`src/rtl/game_pkg.sv`:
```
// Shared types and constants for the lane dodge game: FSM encoding,
// spawn LFSR shape and score width.
package game_pkg;

  typedef enum logic [1:0] {
    IDLE    = 2'd0,
    RUN     = 2'd1,
    LOST    = 2'd2,
    CLEARED = 2'd3
  } game_state_t;

  localparam int LFSR_W = 8;
  // Fibonacci taps 8,6,5,4 map to bits 7,5,4,3
  localparam logic [LFSR_W-1:0] LFSR_TAPS = 8'hB8;
  localparam int SCORE_W = 8;

  function automatic logic [LFSR_W-1:0] lfsr_step(input logic [LFSR_W-1:0] v);
    return {v[LFSR_W-2:0], ^(v & LFSR_TAPS)};
  endfunction

endpackage

```
`src/rtl/key_pulse.sv`:
```
// Button conditioning: two-flop synchroniser followed by a registered
// rising-edge detector, giving one clean pulse per press.
module key_pulse (
  input  logic clk,
  input  logic rst,
  input  logic key,
  output logic pulse
);

  logic sync1, sync2, prev;

  always_ff @(posedge clk) begin
    if (rst) begin
      sync1 <= 1'b0;
      sync2 <= 1'b0;
      prev  <= 1'b0;
      pulse <= 1'b0;
    end else begin
      sync1 <= key;
      sync2 <= sync1;
      prev  <= sync2;
      pulse <= sync2 & ~prev;
    end
  end

endmodule

```
`src/rtl/lane_dodge_game.sv`:
```
// Lane dodge game: obstacles scroll toward the player column, the player
// switches lanes with up/down, and the field is multiplexed onto a scanned display.
module lane_dodge_game
  import game_pkg::*;
#(
  parameter int                NUM_DIGITS  = 8,
  parameter int                NUM_LANES   = 3,
  parameter int                TICK_DIV    = 1_000_000,
  parameter int                SCAN_DIV    = 1_000,
  parameter int                CLEAR_SCORE = 16,
  parameter logic [LFSR_W-1:0] LFSR_SEED   = 8'hA5
) (
  input  logic                  clk,
  input  logic                  rst,
  input  logic                  key_up,
  input  logic                  key_down,
  input  logic                  key_star,
  output logic [NUM_LANES-1:0]  seg_lane,
  output logic [NUM_DIGITS-1:0] com,
  output logic [SCORE_W-1:0]    score,
  output logic [1:0]            game_state,
  output logic                  LED_RED,
  output logic                  LED_GREEN
);

  localparam int LANE_W  = (NUM_LANES  > 1) ? $clog2(NUM_LANES)  : 1;
  localparam int DIGIT_W = (NUM_DIGITS > 1) ? $clog2(NUM_DIGITS) : 1;
  localparam int TICK_W  = (TICK_DIV   > 1) ? $clog2(TICK_DIV)   : 1;
  localparam int SCAN_W  = (SCAN_DIV   > 1) ? $clog2(SCAN_DIV)   : 1;

  game_state_t state, next_state;

  logic                 up_p, down_p, star_p;
  logic [LANE_W-1:0]    player;
  logic [NUM_LANES-1:0] field [NUM_DIGITS];
  logic [NUM_LANES-1:0] player_oh, spawn_pat;
  logic [LFSR_W-1:0]    lfsr;
  logic [6:0]           spawn_idx;
  logic [TICK_W-1:0]    tick_cnt;
  logic [SCAN_W-1:0]    scan_cnt;
  logic [DIGIT_W-1:0]   digit;
  logic                 tick_wrap, collision, enter_idle;

  key_pulse u_key_up   (.clk(clk), .rst(rst), .key(key_up),   .pulse(up_p));
  key_pulse u_key_down (.clk(clk), .rst(rst), .key(key_down), .pulse(down_p));
  key_pulse u_key_star (.clk(clk), .rst(rst), .key(key_star), .pulse(star_p));

  // The top column still holds the previous spawn, which keeps obstacles at least two columns apart
  assign player_oh  = NUM_LANES'(1) << player;
  assign spawn_idx  = 7'(lfsr[LFSR_W-1:1] % 7'(NUM_LANES));
  assign spawn_pat  = (lfsr[0] && field[NUM_DIGITS-1] == '0) ? (NUM_LANES'(1) << spawn_idx) : '0;
  assign collision  = |(field[0] & player_oh);
  assign tick_wrap  = (tick_cnt == TICK_W'(TICK_DIV - 1));
  assign enter_idle = (state == LOST || state == CLEARED) && star_p;

  always_ff @(posedge clk) begin
    if (rst) state <= IDLE;
    else     state <= next_state;
  end

  // Collision is tested before the clear condition so a loss always wins
  always_comb begin
    next_state = state;
    game_state = state;
    LED_RED    = 1'b0;
    LED_GREEN  = 1'b0;
    case (state)
      IDLE:          if (star_p) next_state = RUN;
      RUN: begin
        if (collision)                              next_state = LOST;
        else if (score == SCORE_W'(CLEAR_SCORE))    next_state = CLEARED;
      end
      LOST, CLEARED: if (star_p) next_state = IDLE;
      default:       next_state = IDLE;
    endcase
    LED_RED   = (state == LOST);
    LED_GREEN = (state == CLEARED);
  end

  always_ff @(posedge clk) begin
    if (rst || enter_idle) begin
      score    <= '0;
      player   <= LANE_W'(NUM_LANES / 2);
      tick_cnt <= '0;
      for (int i = 0; i < NUM_DIGITS; i++) field[i] <= '0;
      if (rst) lfsr <= LFSR_SEED;
    end else if (state == RUN) begin
      if (up_p && !down_p) begin
        if (player != '0) player <= player - LANE_W'(1);
      end else if (down_p && !up_p) begin
        if (player != LANE_W'(NUM_LANES - 1)) player <= player + LANE_W'(1);
      end

      if (tick_wrap) begin
        tick_cnt <= '0;
        for (int i = 0; i < NUM_DIGITS - 1; i++) field[i] <= field[i+1];
        field[NUM_DIGITS-1] <= spawn_pat;
        lfsr <= lfsr_step(lfsr);
        if (field[0] != '0 && !collision) score <= score + SCORE_W'(1);
      end else begin
        tick_cnt <= tick_cnt + TICK_W'(1);
      end
    end
  end

  // Display outputs are registered from the current digit, so they trail it by one cycle
  always_ff @(posedge clk) begin
    if (rst) begin
      scan_cnt <= '0;
      digit    <= '0;
      com      <= '1;
      seg_lane <= '0;
    end else begin
      if (scan_cnt == SCAN_W'(SCAN_DIV - 1)) begin
        scan_cnt <= '0;
        digit    <= (digit == DIGIT_W'(NUM_DIGITS - 1)) ? '0 : digit + DIGIT_W'(1);
      end else begin
        scan_cnt <= scan_cnt + SCAN_W'(1);
      end
      com      <= ~(NUM_DIGITS'(1) << digit);
      seg_lane <= field[digit] | ((digit == '0 && state != IDLE) ? player_oh : '0);
    end
  end

endmodule

```
`config.mk`:
```
export PLATFORM = sky130hd
export DESIGN_NAME = lane_dodge_game
export DESIGN_NICKNAME = d
export VERILOG_FILES = /design/src/rtl/game_pkg.sv /design/src/rtl/key_pulse.sv /design/src/rtl/lane_dodge_game.sv
export SDC_FILE = /design/constraint.sdc
export NUM_CORES = 1
export LEC_CHECK = 0
export CAP_MARGIN = 40
export CORE_MARGIN = 3
export CORE_UTILIZATION = 55
export CTS_CLUSTER_SIZE = 8
export DETAILED_ROUTE_END_ITERATION = 16
export GPL_ROUTABILITY_DRIVEN = 0
export GPL_TIMING_DRIVEN = 0
export MAX_ROUTING_LAYER = met4
export PLACE_DENSITY_LB_ADDON = 0.12
export SYNTH_ARGS = -nofsm -noshare
export SYNTH_HDL_FRONTEND = slang
export SYNTH_SLANG_ARGS = --single-unit
```
`constraint.sdc`:
```
create_clock -name clk -period 4.04 [get_ports clk]
set_input_delay 0.808 -clock clk [delete_from_list [all_inputs] [get_ports clk]]
set_output_delay 0.808 -clock clk [all_outputs]
set_load 0.005 [all_outputs]
```
# ---- Word-level counts from Yosys, hierarchy flattened
# Memory sizes are Yosys's and may differ from the RTL's. A register that Yosys moved wholly into a read port is not among the register bits.
# Index checks and enable logic that the tools add are counted.
dict set report classes {
  bitwise_logic 17
  n_eq_ne 13
  n_div 1
  mux 33
  shifts 3
  reduce_logical 29
  add_sub_neg 6
}
# op count
set ops {}
lappend ops {{3-bit 2-to-1 mux} 13}
lappend ops {{8-bit 2-to-1 mux} 4}
lappend ops {{20-bit by 1-bit adder with 20-bit output, second input constant} 1}
lappend ops {{20-bit == test, second input constant} 1}
lappend ops {{20-bit 2-to-1 mux} 1}
lappend ops {{2-bit 2-to-1 mux} 8}
lappend ops {{2-bit nonzero test} 6}
lappend ops {{10-bit by 1-bit adder with 10-bit output, second input constant} 1}
lappend ops {{10-bit == test, second input constant} 1}
lappend ops {{3-bit AND reduction} 3}
lappend ops {{8-bit by 1-bit adder with 8-bit output, second input constant} 1}
lappend ops {{8-bit by 5-bit == test with 1-bit output, second input constant} 1}
lappend ops {{8-bit inverter} 1}
lappend ops {{1-bit OR} 8}
lappend ops {{8-bit parity} 1}
lappend ops {{1-bit by 3-bit left shift with 8-bit output, first input constant} 1}
lappend ops {{7-bit by 2-bit remainder unit with 7-bit output, second input constant} 1}
lappend ops {{1-bit by 7-bit left shift with 3-bit output, first input constant} 1}
lappend ops {{1-bit logical AND} 6}
lappend ops {{3-bit logical NOT} 2}
lappend ops {{1-bit 2-to-1 mux} 6}
lappend ops {{2-bit by 1-bit inequality test with 1-bit output, second input constant} 3}
lappend ops {{2-bit one-hot mux with 3 select lines} 1}
lappend ops {{2-bit == test, second input constant} 2}
lappend ops {{19 further kinds} 28}
dict set report totals {
  n_memories 1
  input_bits 5
  output_inout_bits 23
  regBits 76
  mem_bits_rw 24
  elab_cells 124
}
# name words width rd rd_clocked_by_memory_dff write_ports line_no
set mem_list {}
lappend mem_list {field 8 3 9 1 8 lane_dodge_game.sv:35} ;# logic [NUM_LANES-1:0] field [NUM_DIGITS];

# ---- Logic depth before layout (Yosys ltp)
dict set report logic_depth {
  ltp_word 7
  depth_mapped 16
  ltp_nobuf 15
}

# ---- Hierarchy
# From an unflattened synthesis, not the netlist that was laid out.
dict set report unflattened {
  hier_cells 506
  area_unflattened_um2 5014.8
}
# module seq_area_each_um2 n_inst cells_per_inst area_per_inst_um2
set by_module_without_submodules {}
lappend by_module_without_submodules {lane_dodge_game 2142.1 1 482 4680.7}
lappend by_module_without_submodules {key_pulse 80.1 3 8 111.4}

# ---- Worst setup path after synthesis
# No wires, ideal clock.
dict set report synth_path {
  path_type {register to register}
  startpoint {register lfsr[4]}
  endpoint {memory field[7][2] (data pin)}
  n_path_buf 1
  required_time_ns 3.785
  arrival_ns 3.189
  setup_time_ns 0.255
  setup_slack_ns 0.595
  period_less_slack_ns 3.445
  path_stages_with_launch 17
  cell_sequence {edfxtp_1 -> buf_4 -> inv_1 -> ha_1 -> and2b_1 -> a2111oi_0 -> o21a_1 -> a21oi_1 -> ha_1 -> inv_1 -> nor2_1 -> o221a_2 -> a41o_1 -> a311oi_4 -> mux2i_1 -> o22ai_2 -> and3_1}
}
# element line_no
set synth_rtl {}
lappend synth_rtl {{start: declaration} lane_dodge_game.sv:37} ;# logic [LFSR_W-1:0] lfsr;
lappend synth_rtl {{start signal: assignment} lane_dodge_game.sv:98} ;# lfsr <= lfsr_step(lfsr);
lappend synth_rtl {{end: declaration} lane_dodge_game.sv:35}

==> metrics.txt <==
status=finished, final reports clean; post-synth net total=492; first-pass GRT wire length=15,500 microns; maximum number of pins on one net before global-route repair=34; Critical Path, Cell by Cell=inv_1, ha_1, and2b_1, a2111oi_1, o21a_1, a21oi_1, ha_1, inv_1, nor2_1, o221a_2, a41o_1, a311oi_4, nand4bb_1, mux2i_1, and2_1; syn_area_per_cell=10.1 sq um; synthesis-to-finish area growth=12.2%; Async S/R FF share, synth=0%; placed inst area=5170 sq um; Hold Crit Start=u_key_up.prev$_SDFF_PP0_; Worst Setup End Kind=register; number of enable flip-flop cells after synthesis=32; post-route ant nets=0; CTS Buffer Depth=2; area of the multi-input gates=2260 sq um; ranking of synthesized cells by area=dfxtp_1 (30%), edfxtp_1 (20%), xor2_1 (4.9%); via density per instance=5.58; clk root buf=clkbuf_8; Seq cells post-synth=103; CTS tree=built; GRT Total Usage=20.0%; CP peak stage delay=0.51 ns; peak supply drop=213 uV; Power Density=348 nW/um^2; Worst-path clk slew=0.09 ns; Worst EP arrival=3.89 ns; vias in the first global route=3,343; commonest non-fill, non-tap cell in the layout=dfxtp_1; CP max-delay cell=edfxtp_1; Critical Path RT=4.16 ns; fin crit period=3.77 ns; Synth Cell Area=4780 sq um; Cells after DPL=603; Worst Setup Start Kind=register; DR vias=3,458; First-pass DRT Iterations=5; port bufs=26; P_sw=443 uW; Core Footprint=8340 sq um; number of CTS-inserted buffers=9; Clock Sinks=103; Slew headroom=43.1%; Max Cap Viol=0; drt initial violations=175; cell family contributing the most delay on the critical path=compound AO/OA/AOI/OAI gates; total gr overflow=0; final wirelength=8840 microns; CP max FO=7; Reg area=2380 sq um; Yosys warning count=0; kind of critical path=reg2reg; final std cells w/o fill=620; total chip power=1.87 mW; Layout Skew=0.0108 ns; Synth top area share=29.7%; H-tree depth=3; # diodes=0; Post-route DRC=0; CP startpoint=lfsr[5]$_SDFFCE_PP1P_; register share of total power=59.3%; fmax=265 MHz; switching share of power=23.7%; std cell rows=33; Max Slew Vio Count=0; Sum Neg Setup Slack=0 ns; FILL cells=680; most frequent cells in the layout=dfxtp_1 (71), nor2_1 (56), edfxtp_1 (32), nand2_1 (30); reg2reg start=lfsr[5]$_SDFFCE_PP1P_; post-synthesis instance total=472; period utilization=93.2%; later-pin clock latency in the skew report=0.36 ns; Synth Flop Type=dfxtp_1; Detail Placement HPWL=6400 microns; Int Pwr=1.42 mW; min-delay worst type=reg2reg; starting density of the core=57.3%; Seq/Total Area, Yosys=49.8%; Avg WL per Cell=14.3 microns; chip height=99.2 microns; RSZ-0062 raised after global routing=false; die area=9840 sq um; Final Hold Fails=0; WP buf/inv=2; CTS Hold Bufs=0; Ports=28; fraction of layout cells with a size suffix above 1=6.21%; clock share of power=31.7%; setup violators final=0; Synth cell types=52; power share of the combinational group=9.1%; P_leak=2.04 nW; chip width=99.2 microns; worst-margin pin slew=0.854 ns; Yosys top cell by area=dfxtp_1; # nets final=530; initial antenna violation count=0; design area=5360 sq um
final timing paths:
check	endpoint	slack [ns]	cells after the start
worst min-delay path	u_key_up.pulse$_SDFF_PP0_	0.39	1
worst min register to register	u_key_up.pulse$_SDFF_PP0_	0.39	1
worst max register to register	field[7][0]$_SDFFCE_PP0P_	0.27	15
worst max-delay path	field[7][0]$_SDFFCE_PP0P_	0.27	15
metal layers:
metal  global-route usage (%)  routed length, microns  up-vias
li1                         -                       -     1722
met1                     25.4                    4030     1657
met5                        -                       0        -
met2                     32.5                    4310       65
met3                     4.49                     399       14
met4                     5.15                      94        0
cell type report:
| class | instances | area share (%) |
|---|---|---|
| clock inverter | 3 | 0.303 |
| inverter | 18 | 1.33 |
| timing repair buffer | 27 | 4.99 |
| multi-input combinational | 334 | 42.1 |
| sequential | 103 | 44.4 |
| buffer | 17 | 1.38 |
| clock buffer | 13 | 2.99 |
| tap | 105 | 2.45 |
synthesized netlist by cell type (8+ instances only):
| cell | number |
|---|---|
| and3_1 | 10 |
| nand2_1 | 30 |
| mux2i_1 | 12 |
| a21oi_1 | 21 |
| xnor2_1 | 9 |
| ha_1 | 15 |
| nor2_1 | 56 |
| edfxtp_1 | 32 |
| dfxtp_1 | 71 |
| xor2_1 | 27 |
| inv_1 | 17 |
| nand2b_1 | 8 |
| o21ai_0 | 9 |
| clkbuf_1 | 12 |
| nor2b_1 | 16 |
| nand3_1 | 12 |
| nand4_1 | 9 |
| and2_1 | 27 |
kinds of logic (layout without fill, tap and decap cells):
| group | Yosys count | count (layout) | synth area share, % |
|---|---|---|---|
| fa+ha+maj | 15 | 15 | 3.93 |
| buf+inv | 35 | 78 | 2.93 |
| simple gates | 201 | 201 | 22.1 |
| compound gates | 64 | 64 | 9.24 |
| flops | 103 | 103 | 49.8 |
| mux | 18 | 18 | 5.34 |
| xor+xnor | 36 | 36 | 6.60 |
through the flow:
| step | setup WS, ns | hold slack [ns] | util [%] |
|---|---|---|---|
| global route | 0.0439 | 0.407 | 64.3 |
| floorplan | 0.595 | 0.367 | - |
| CTS | 0.156 | 0.387 | 64.1 |
| finish | 0.273 | 0.389 | 64.3 |
| detailed placement | 0.183 | 0.376 | 62.0 |
| global placement | 0.241 | 0.373 | 62.0 |
repair_timing:
| item | 4_1_cts | 5_1_grt |
|---|---|---|
| setup endpoints to repair | 0 | 3 |
| gates resized for setup | 0 | 3 |
| setup buffers | 0 | 1 |
registers in the layout (all words and copies together) (netlist names), 3 cells and up, named ones only:
signal,cells
field,24
com,8
seg_lane,3
scan_cnt,10
score,8
lfsr,8
tick_cnt,20
digit,3
power by group through the flow:
| stage | clock [mW] | sequential (mW) | combinational [mW] |
|---|---|---|---|
| floorplan | 0 | 1.13 | 0.125 |
| global placement | 0 | 1.13 | 0.159 |
| detailed placement | 0 | 1.13 | 0.165 |
| CTS | 0.609 | 1.11 | 0.167 |
| global route | 0.649 | 1.11 | 0.189 |
| finish | 0.591 | 1.11 | 0.170 |
(Power assumes the default switching activity.)
